==> src/rtl/mac_vec_datapath.sv <==
// rtl/mac_vec_datapath.sv - multi-lane signed MAC with rescale and saturation (optional MAC_VEC_RELU_EN clamps negative results to zero)
module mac_vec_datapath #(
    parameter int WIDTH = 12,
    parameter int LANES = 2,
    parameter int K     = 4,
    parameter int FRAC  = 0
) (
    input  logic                     clk,
    input  logic                     reset,
    input  logic                     clear,
    input  logic                     in_valid,
    output logic                     in_ready,
    input  logic [LANES*WIDTH-1:0]   in_m,
    input  logic [LANES*WIDTH-1:0]   in_v,
    output logic                     out_valid,
    input  logic                     out_ready,
    output logic [LANES*WIDTH-1:0]   out_data,
    output logic [LANES-1:0]         out_sat
);

    localparam int ACC_W = 2*WIDTH + $clog2(K) + 1;
    localparam int CNT_W = (K > 1) ? $clog2(K) : 1;

    // Saturation bounds expressed at accumulator width for direct comparison.
    localparam logic signed [ACC_W-1:0] MAX_V = {{(ACC_W-WIDTH+1){1'b0}}, {(WIDTH-1){1'b1}}};
    localparam logic signed [ACC_W-1:0] MIN_V = {{(ACC_W-WIDTH+1){1'b1}}, {(WIDTH-1){1'b0}}};

    typedef enum logic {ACCUM, DRAIN} state_t;

    state_t                  state_q, state_d;
    logic [CNT_W-1:0]        cnt_q;
    logic signed [ACC_W-1:0] acc_q [LANES];
    logic signed [ACC_W-1:0] sum   [LANES];
    logic [LANES*WIDTH-1:0]  res_d;
    logic [LANES-1:0]        sat_d;
    logic                    accept;
    logic                    last;

    // A beat counts only in ACCUM with clear low; clear drops the beat.
    assign accept = in_valid && (state_q == ACCUM) && !clear;
    assign last   = (cnt_q == CNT_W'(K-1));

    // Per-lane product, running sum, rescale and saturation.
    for (genvar i = 0; i < LANES; i++) begin : g_lane
        logic signed [2*WIDTH-1:0] m_e, v_e, prod;
        logic signed [ACC_W-1:0]   shr;
        logic [WIDTH-1:0]          res_l;
        logic                      sat_l;

        assign m_e    = {{WIDTH{in_m[i*WIDTH+WIDTH-1]}}, in_m[i*WIDTH +: WIDTH]};
        assign v_e    = {{WIDTH{in_v[i*WIDTH+WIDTH-1]}}, in_v[i*WIDTH +: WIDTH]};
        // Operands sign-extended to 2*WIDTH, so the truncated product is exact.
        assign prod   = m_e * v_e;
        assign sum[i] = acc_q[i] + {{(ACC_W-2*WIDTH){prod[2*WIDTH-1]}}, prod};

        // Floor-rescale the final sum, then clamp into WIDTH bits.
        always_comb begin
            shr   = sum[i] >>> FRAC;
            res_l = shr[WIDTH-1:0];
            sat_l = 1'b0;
            if (shr > MAX_V) begin
                res_l = MAX_V[WIDTH-1:0];
                sat_l = 1'b1;
            end else if (shr < MIN_V) begin
                res_l = MIN_V[WIDTH-1:0];
                sat_l = 1'b1;
            end
`ifdef MAC_VEC_RELU_EN
            if (shr < 0) begin
                res_l = '0;
                sat_l = 1'b0;
            end
`endif
        end

        assign res_d[i*WIDTH +: WIDTH] = res_l;
        assign sat_d[i]                = sat_l;
    end

    // State register.
    always_ff @(posedge clk or negedge reset) begin
        if (!reset) state_q <= ACCUM;
        else        state_q <= state_d;
    end

    // Next-state and handshake outputs.
    always_comb begin
        state_d  = state_q;
        in_ready = 1'b0;
        case (state_q)
            ACCUM: begin
                in_ready = 1'b1;
                if (accept && last) state_d = DRAIN;
            end
            DRAIN: begin
                if (out_ready) state_d = ACCUM;
            end
            default: state_d = ACCUM;
        endcase
    end

    // Accumulators, beat counter and the registered output beat.
    always_ff @(posedge clk or negedge reset) begin
        if (!reset) begin
            for (int i = 0; i < LANES; i++) acc_q[i] <= '0;
            cnt_q     <= '0;
            out_valid <= 1'b0;
            out_data  <= '0;
            out_sat   <= '0;
        end else if (state_q == ACCUM) begin
            if (clear) begin
                for (int i = 0; i < LANES; i++) acc_q[i] <= '0;
                cnt_q <= '0;
            end else if (in_valid) begin
                if (last) begin
                    for (int i = 0; i < LANES; i++) acc_q[i] <= '0;
                    cnt_q     <= '0;
                    out_data  <= res_d;
                    out_sat   <= sat_d;
                    out_valid <= 1'b1;
                end else begin
                    for (int i = 0; i < LANES; i++) acc_q[i] <= sum[i];
                    cnt_q <= cnt_q + CNT_W'(1);
                end
            end
        end else if (out_ready) begin
            out_valid <= 1'b0;
        end
    end

endmodule

==> config.mk <==
export PLATFORM = sky130hd
export DESIGN_NAME = mac_vec_datapath
export DESIGN_NICKNAME = d
export VERILOG_FILES = /design/src/rtl/mac_vec_datapath.sv
export SDC_FILE = /design/constraint.sdc
export NUM_CORES = 1
export LEC_CHECK = 0
export CAP_MARGIN = 30
export CORE_AREA = 5 5 162 320
export CTS_BUF_LIST = sky130_fd_sc_hd__clkbuf_16
export DETAILED_ROUTE_END_ITERATION = 7
export DIE_AREA = 0 0 167 325
export PLACE_DENSITY = 0.52
export SLEW_MARGIN = 5
export SYNTH_ARGS = -nofsm -noshare
export SYNTH_HDL_FRONTEND = slang
export SYNTH_SLANG_ARGS = --single-unit
==> constraint.sdc <==
create_clock -name clk -period 4.7 [get_ports clk]
set_input_delay 0.94 -clock clk [delete_from_list [all_inputs] [get_ports clk]]
set_output_delay 0.94 -clock clk [all_outputs]
set_load 0.01 [all_outputs]
==> results.json, run 1 <==
{
  "status": "finished with violations",
  "violations": "negative setup slack",
  "final_nets": 3024,
  "use_met3": 0.0130,
  "clockBufferDepth": 2,
  "min_from": "acc_q[44]",
  "drt_iter0_markers": 430,
  "cap_violations": 0,
  "worstSetupPathType": "input pin to flip-flop",
  "io_buffer_count": 80,
  "synth-seq-area-share": 0.124,
  "die-area_um2": 54300,
  "start_kind": "input pin",
  "fillers": 4349,
  "hold_viol": 0,
  "synthTopCellsByArea": "fa_1 (33%), dfrtp_1 (12%), ha_1 (12%)",
  "grt_pass1_wl_mm": 91.0,
  "place_hpwl_mm": 44.7,
  "fin_crit_sh": 1.71,
  "cts-htree-levels": 3,
  "cp_common_cell": "fa_1",
  "hold_path_class": "flip-flop to flip-flop",
  "synth_seq_cells": 84,
  "grt_max_degree": 56,
  "postLayoutCoreUtil": 0.546,
  "async_reset_ff_frac": 1.00,
  "drc": 0,
  "die-width_um": 167,
  "ys_types": 76,
  "synth_cells": 1926,
  "fin_setup_tns_ns": -149.78,
  "gp_congestion": 0.940,
  "syn_area_um2": 17000,
  "io_pins": 81,
  "min_to": "acc_q[44]",
  "cts_tree": "built",
  "r2r_slack_ns": 0.48,
  "synth_edf_count": 0,
  "grt.overflow.total": 0,
  "start_util": 0.346,
  "wirelength_mm": 57.3,
  "yosysWarnings": 0,
  "finClkSkew_ns": 0.0148,
  "worstPathArrival_ns": 8.27,
  "synth_area_leader_cell": "fa_1",
  "grt_pass1_vias": 18000,
  "syn_nets": 2413,
  "dr.pass1.iters": 6,
  "endpoint_kind": "flip-flop",
  "fin_crit_ns": 8.02,
  "critical_path.max_fanout": 12,
  "relSlewSlack": 0.307,
  "grtUsageTotal": 0.210,
  "fin_ws_ns": -3.32,
  "tightest_slew_ns": 1.04,
  "clk_latency_ns": 0.36,
  "hold-worst-slack_ns": 0.502,
  "syn2layout_area_growth_pct": 58.0,
  "grt_util_met1": 0.177,
  "cts_sinks": 84,
  "numCtsBuffers": 9,
  "max_stage_delay_ns": 0.61,
  "r2r_end": "out_data[3]",
  "startpoint": "in_m[17]",
  "num_vias": 15700,
  "drive_gt1_frac": 0.440,
  "diodes": 0,
  "reg2reg_from": "acc_q[27]",
  "cts-root-buf": "clkbuf_16",
  "fmaxAchievable_ghz": 0.125,
  "reg2reg_depth": 15,
  "core_um2": 49100,
  "clkTransAtPathRegs_ns": 0.07,
  "antenna_found_initial": 0,
  "synth_flop_cell": "dfrtp_1",
  "grt-busiest-layer": "met2",
  "critPathSlowestCell": "or4_1",
  "rsz0062_at_grt": "true",
  "drv_slew": 0,
  "use_met2": 0.450,
  "netlist.area_leader.share": 0.328,
  "die_y_um": 325,
  "routedWlPerCell_um": 18.0,
  "hold_path_depth": 2,
  "avgSynthCellArea_um2": 8.81,
  "setup_viol": 67,
  "worst_ep_required_time_ns": 4.95,
  "via_per_inst": 4.94,
  "ant_nets": 0,
  "rows": 115
}
==> metrics by stage <==
stage                     std cells  setup WS, ns  area (µm²)
final                          3185         -3.32       26800
after global routing           3185         -3.57       26800
after CTS                      3147         -3.50       25300
after detailed placement       3004         -4.37       22600
after global placement         3004         -4.35       22600
after floorplan                1926         -3.04       18300
==> cells by family after synthesis <==
logic type      Yosys count  share of synthesized area
compound gates          320                      0.130
xor+xnor                 93                     0.0497
fa+ha+maj               434                      0.443
buf+inv                 455                      0.101
flops                    84                      0.124
mux                       2                    0.00125
simple gates            538                      0.150
==> cell usage in the layout, fill, tap and decap left out, types with 9 or more instances in the layout <==
master	n
a221o_1	11
buf_12	27
nor2_1	70
xnor2_2	20
buf_6	130
a22o_1	43
xor2_1	12
o21ai_1	20
fa_2	15
ha_4	50
o211ai_1	17
nand3_1	11
nand2_2	33
a21oi_1	25
nand2_1	183
dfrtp_1	84
a21oi_2	29
inv_1	315
o21ai_0	19
clkbuf_16	9
and2_1	65
nor2b_1	9
buf_8	11
and2_4	25
fa_1	263
buf_4	443
nor2_2	10
o21ai_2	22
o21ai_4	9
a21oi_4	18
ha_2	9
nand2_4	21
inv_2	65
nand2b_1	17
ha_1	97
a21o_1	22
xnor2_1	49
clkdlybuf4s50_1	31
nor2_4	9
==> worst max path at each step <==
stage                         to  slack [ns]  cells past startpoint
floorplan           out_data[12]       -3.04                     33
global placement    out_data[14]       -4.35                     32
detailed placement  out_data[17]       -4.37                     32
CTS                 out_data[15]       -3.50                     37
global route        out_data[21]       -3.57                     34
finish              out_data[14]       -3.32                     33
==> final cells by class <==
cell class / count / area, µm² / area share
Multi-Input combinational cell: 1387 / 15900 / 0.594
Clock buffer: 9 / 225 / 0.00840
Sequential cell: 84 / 2100 / 0.0784
Inverter: 383 / 1450 / 0.0540
Tap cell: 643 / 805 / 0.0300
Clock inverter: 7 / 75.1 / 0.00280
Timing Repair Buffer: 672 / 6230 / 0.232
==> layer usage <==
| metal | up-vias | share of wire |
|---|---|---|
| met5 | - | 0 |
| met4 | 0 | 0.074 |
| met3 | 184 | 0.020 |
| met2 | 314 | 0.61 |
| met1 | 7870 | 0.29 |
| li1 | 7352 | - |
==> what timing repair did <==
| item | in CTS | in global routing |
|---|---|---|
| resized for setup | 476 | 330 |
| hold buffers | 0 | 0 |
| pin swaps | 245 | 255 |
| endpoints found under the setup margin | 69 | 69 |
| cloned | 15 | 0 |
| buffers inserted | 116 | 61 |
==> sequential cells by signal (all words and copies together) (netlist names) <==
register,count
out_valid,1
acc_q,54
cnt_q,2
out_data,24
out_sat,2
state_q,1
==> Yosys cell counts, types with 4 or more instances <==
library cell,n
a211oi_1,16
a21boi_0,4
a21o_1,22
a21oi_1,71
a221o_1,11
a221oi_1,4
a22o_1,43
a31oi_1,6
and2_1,89
and3_1,9
clkbuf_1,68
dfrtp_1,84
fa_1,278
ha_1,156
inv_1,381
nand2_1,238
nand2b_1,19
nand3_1,20
nand4_1,6
nor2_1,89
nor2b_1,13
nor3_1,15
nor4_1,5
o211ai_1,17
o21a_1,7
o21ai_0,63
o21ai_1,7
o21bai_1,13
o41ai_1,4
or2_2,8
or3_1,6
or4_1,4
xnor2_1,71
xor2_1,20
==> critical path: cells and delay by family <==
| family | cells | cell delay, ns |
|---|---|---|
| xor gates and xnor gates | 1 | 0.08 |
| AOI/OAI and AO/OA | 6 | 1.08 |
| adders and majority gates | 7 | 3.14 |
| and+or+nand+nor | 10 | 2.21 |
| buffers and inverters | 9 | 0.80 |
Power of run 1 is left out: the tool's default activity adds up to more than one toggle a clock period on the data nets, which glitch-free logic cannot reach.
==> inputs of run 2 (changes only) <==
- ABC_AREA: default -> 1
- CORE_AREA: 5 5 162 320 -> 5 5 170 336
- DIE_AREA: 0 0 167 325 -> 0 0 175 341
==> results.json, run 2 <==
{
  "violations": "negative setup slack",
  "reg2reg_from": "acc_q[27]",
  "startpoint": "in_m[4]",
  "cp_common_cell": "inv_2",
  "min_from": "out_data[20]",
  "hold_viol": 0,
  "synth-seq-area-share": 0.112,
  "largest_reg_flops": 54,
  "via_per_inst": 4.82,
  "wirelength_mm": 66.7,
  "die_y_um": 341,
  "diodes": 0,
  "ys_types": 49,
  "hold_path_class": "flip-flop to flip-flop",
  "start_kind": "input pin",
  "worstSetupPathType": "input pin to flip-flop",
  "regMostFlops": "acc_q",
  "critical_path.max_fanout": 5,
  "hold_buffers": 0,
  "synthTopCellsByArea": "fa_1 (30%), nand2_1 (17%), inv_1 (13%)",
  "grtUsageTotal": 0.224,
  "avgSynthCellArea_um2": 7.09,
  "critPathSlowestCell": "fa_1",
  "tightest_slew_ns": 0.762,
  "io_pins": 81,
  "grt.overflow.total": 0,
  "netlist.area_leader.share": 0.297,
  "drive_gt1_frac": 0.465,
  "syn_area_um2": 18800,
  "synth_seq_cells": 84,
  "fmaxAchievable_ghz": 0.138,
  "numCtsBuffers": 9,
  "drc": 0,
  "synth_edf_count": 0,
  "clockBufferDepth": 2,
  "grt_pass1_wl_mm": 106,
  "synth_flop_cell": "dfrtp_1",
  "synth_area_leader_cell": "fa_1",
  "num_vias": 19200,
  "final_cell_mix": "nand2_1 (569), inv_1 (504), buf_4 (475)",
  "fillers": 4912,
  "hold-worst-slack_ns": 0.492,
  "fin_crit_ns": 7.23,
  "die-width_um": 175,
  "antenna_found_initial": 1,
  "die-area_um2": 59700,
  "r2r_end": "out_data[10]",
  "cts-root-buf": "clkbuf_16",
  "drt_iter0_markers": 518,
  "io_buffer_count": 80,
  "max_stage_delay_ns": 0.55,
  "relSlewSlack": 0.492,
  "syn_nets": 3135,
  "dr.pass1.iters": 5,
  "synthTopCellsByCount": "nand2_1 (831), inv_1 (655), fa_1 (278), ha_1 (156), nor2_1 (133)",
  "setup_viol": 68,
  "grt_pass1_vias": 21400,
  "routedWlPerCell_um": 16.8,
  "drv_slew": 0,
  "final_nets": 3787,
  "gp_congestion": 0.967,
  "cts_sinks": 84,
  "yosys.cell_count.top_type": "nand2_1",
  "worstPathArrival_ns": 7.47,
  "synth_cells": 2648,
  "layout_commonest_cell": "nand2_1",
  "cts_tree": "built",
  "endpoint_kind": "flip-flop",
  "reg2reg_depth": 20,
  "yosysWarnings": 0,
  "rows": 121,
  "clkTransAtPathRegs_ns": 0.07,
  "ant_nets": 0,
  "fin_ws_ns": -2.53,
  "fin_crit_sh": 1.54,
  "grt_max_degree": 54,
  "cts-htree-levels": 3,
  "crit_path_end": "out_data[10]",
  "cap_violations": 0,
  "r2r_slack_ns": 1.74,
  "place_hpwl_mm": 54.3,
  "async_reset_ff_frac": 1.00,
  "rsz0062_at_grt": "true",
  "top_regs": "acc_q: 54 flops, out_data: 24 flops",
  "finClkSkew_ns": 0.0139,
  "clk_latency_ns": 0.36,
  "multi_input_area_um2": 18200,
  "start_util": 0.346,
  "core_um2": 54200,
  "regArea_um2": 2100,
  "worst_ep_required_time_ns": 4.94,
  "syn2layout_area_growth_pct": 60.9,
  "status": "finished with violations"
}
## run 2: cell count changes after synthesis, sizes merged, moves of 22 or more
| cell | delta |
|---|---|
| and2 | -87 |
| nand3 | +70 |
| a22o | -27 |
| nand4 | +22 |
| inv | +282 |
| nand2 | +605 |
| xnor2 | -48 |
| nor2 | +58 |
## run 2: what timing repair did
action | 4_1_cts | 5_1_grt
gates resized for setup | 807 | 407
gates cloned | 7 | 0
setup endpoints to repair | 71 | 70
pin swaps | 299 | 255
setup buffers | 109 | 73
## run 2: cell type report
class	count	share of cell area
Multi-Input combinational cell	1839	0.602
Inverter	663	0.0836
Clock inverter	7	0.00307
Clock buffer	9	0.00746
Tap cell	676	0.0280
Sequential cell	84	0.0696
Timing Repair Buffer	703	0.206
## run 2: through the flow
step / setup WS (ns) / util / TNS (ns) / area [µm²] / std cells
after floorplan: -2.19 / - / -102.64 / 20300 / 2648
after global placement: -3.72 / 0.456 / -197.91 / 24700 / 3813
after detailed placement: -3.73 / 0.456 / -200.37 / 24700 / 3813
after CTS: -2.54 / 0.525 / -127.13 / 28500 / 3938
after global routing: -2.83 / 0.557 / -144.89 / 30200 / 3981
final: -2.53 / 0.557 / -127.79 / 30200 / 3981
## run 2: worst min path at each step
| stage | depth (start not counted) | slack (ns) | to |
|---|---|---|---|
| finish | 2 | 0.49 | out_data[20] |
| global route | 2 | 0.51 | out_data[12] |
| global placement | 2 | 0.47 | acc_q[39] |
| floorplan | 2 | 0.46 | acc_q[39] |
| CTS | 2 | 0.49 | out_data[14] |
| detailed placement | 2 | 0.47 | out_data[14] |
## run 2: worst max-delay path: cells and delay by family
family                     cells  cell delay, ns
AOI/OAI and AO/OA              7            1.02
xor gates and xnor gates       1            0.17
adders and majority gates      7            3.18
buffers and inverters         11            1.00
and+or+nand+nor               10            1.14
## run 2: metal layers
layer	global-route usage	share of wire	vias up
met5	0	0.00012	-
met4	0.161	0.092	2
met3	0.0157	0.019	253
met2	0.467	0.59	382
met1	0.191	0.30	9408
li1	-	-	9136
## run 2: cell families after synthesis
kind of cell | Yosys count | share of synthesized area
xor+xnor | 60 | 0.0292
fa+ha+maj | 434 | 0.401
simple gates | 1142 | 0.249
buf+inv | 728 | 0.147
compound gates | 200 | 0.0619
flops | 84 | 0.112
Power of run 2 is left out for the same reason.
==> inputs of run 3 (changes only) <==
--- a/constraint.sdc
+++ b/constraint.sdc
@@ -3,2 +3,2 @@
 set_output_delay 0.94 -clock clk [all_outputs]
-set_load 0.01 [all_outputs]
+set_load 0.005 [all_outputs]
==> results of run 3 <==
Final layout, timing and power as in run 2 (identical DEF).
Power of run 3 is left out for the same reason.
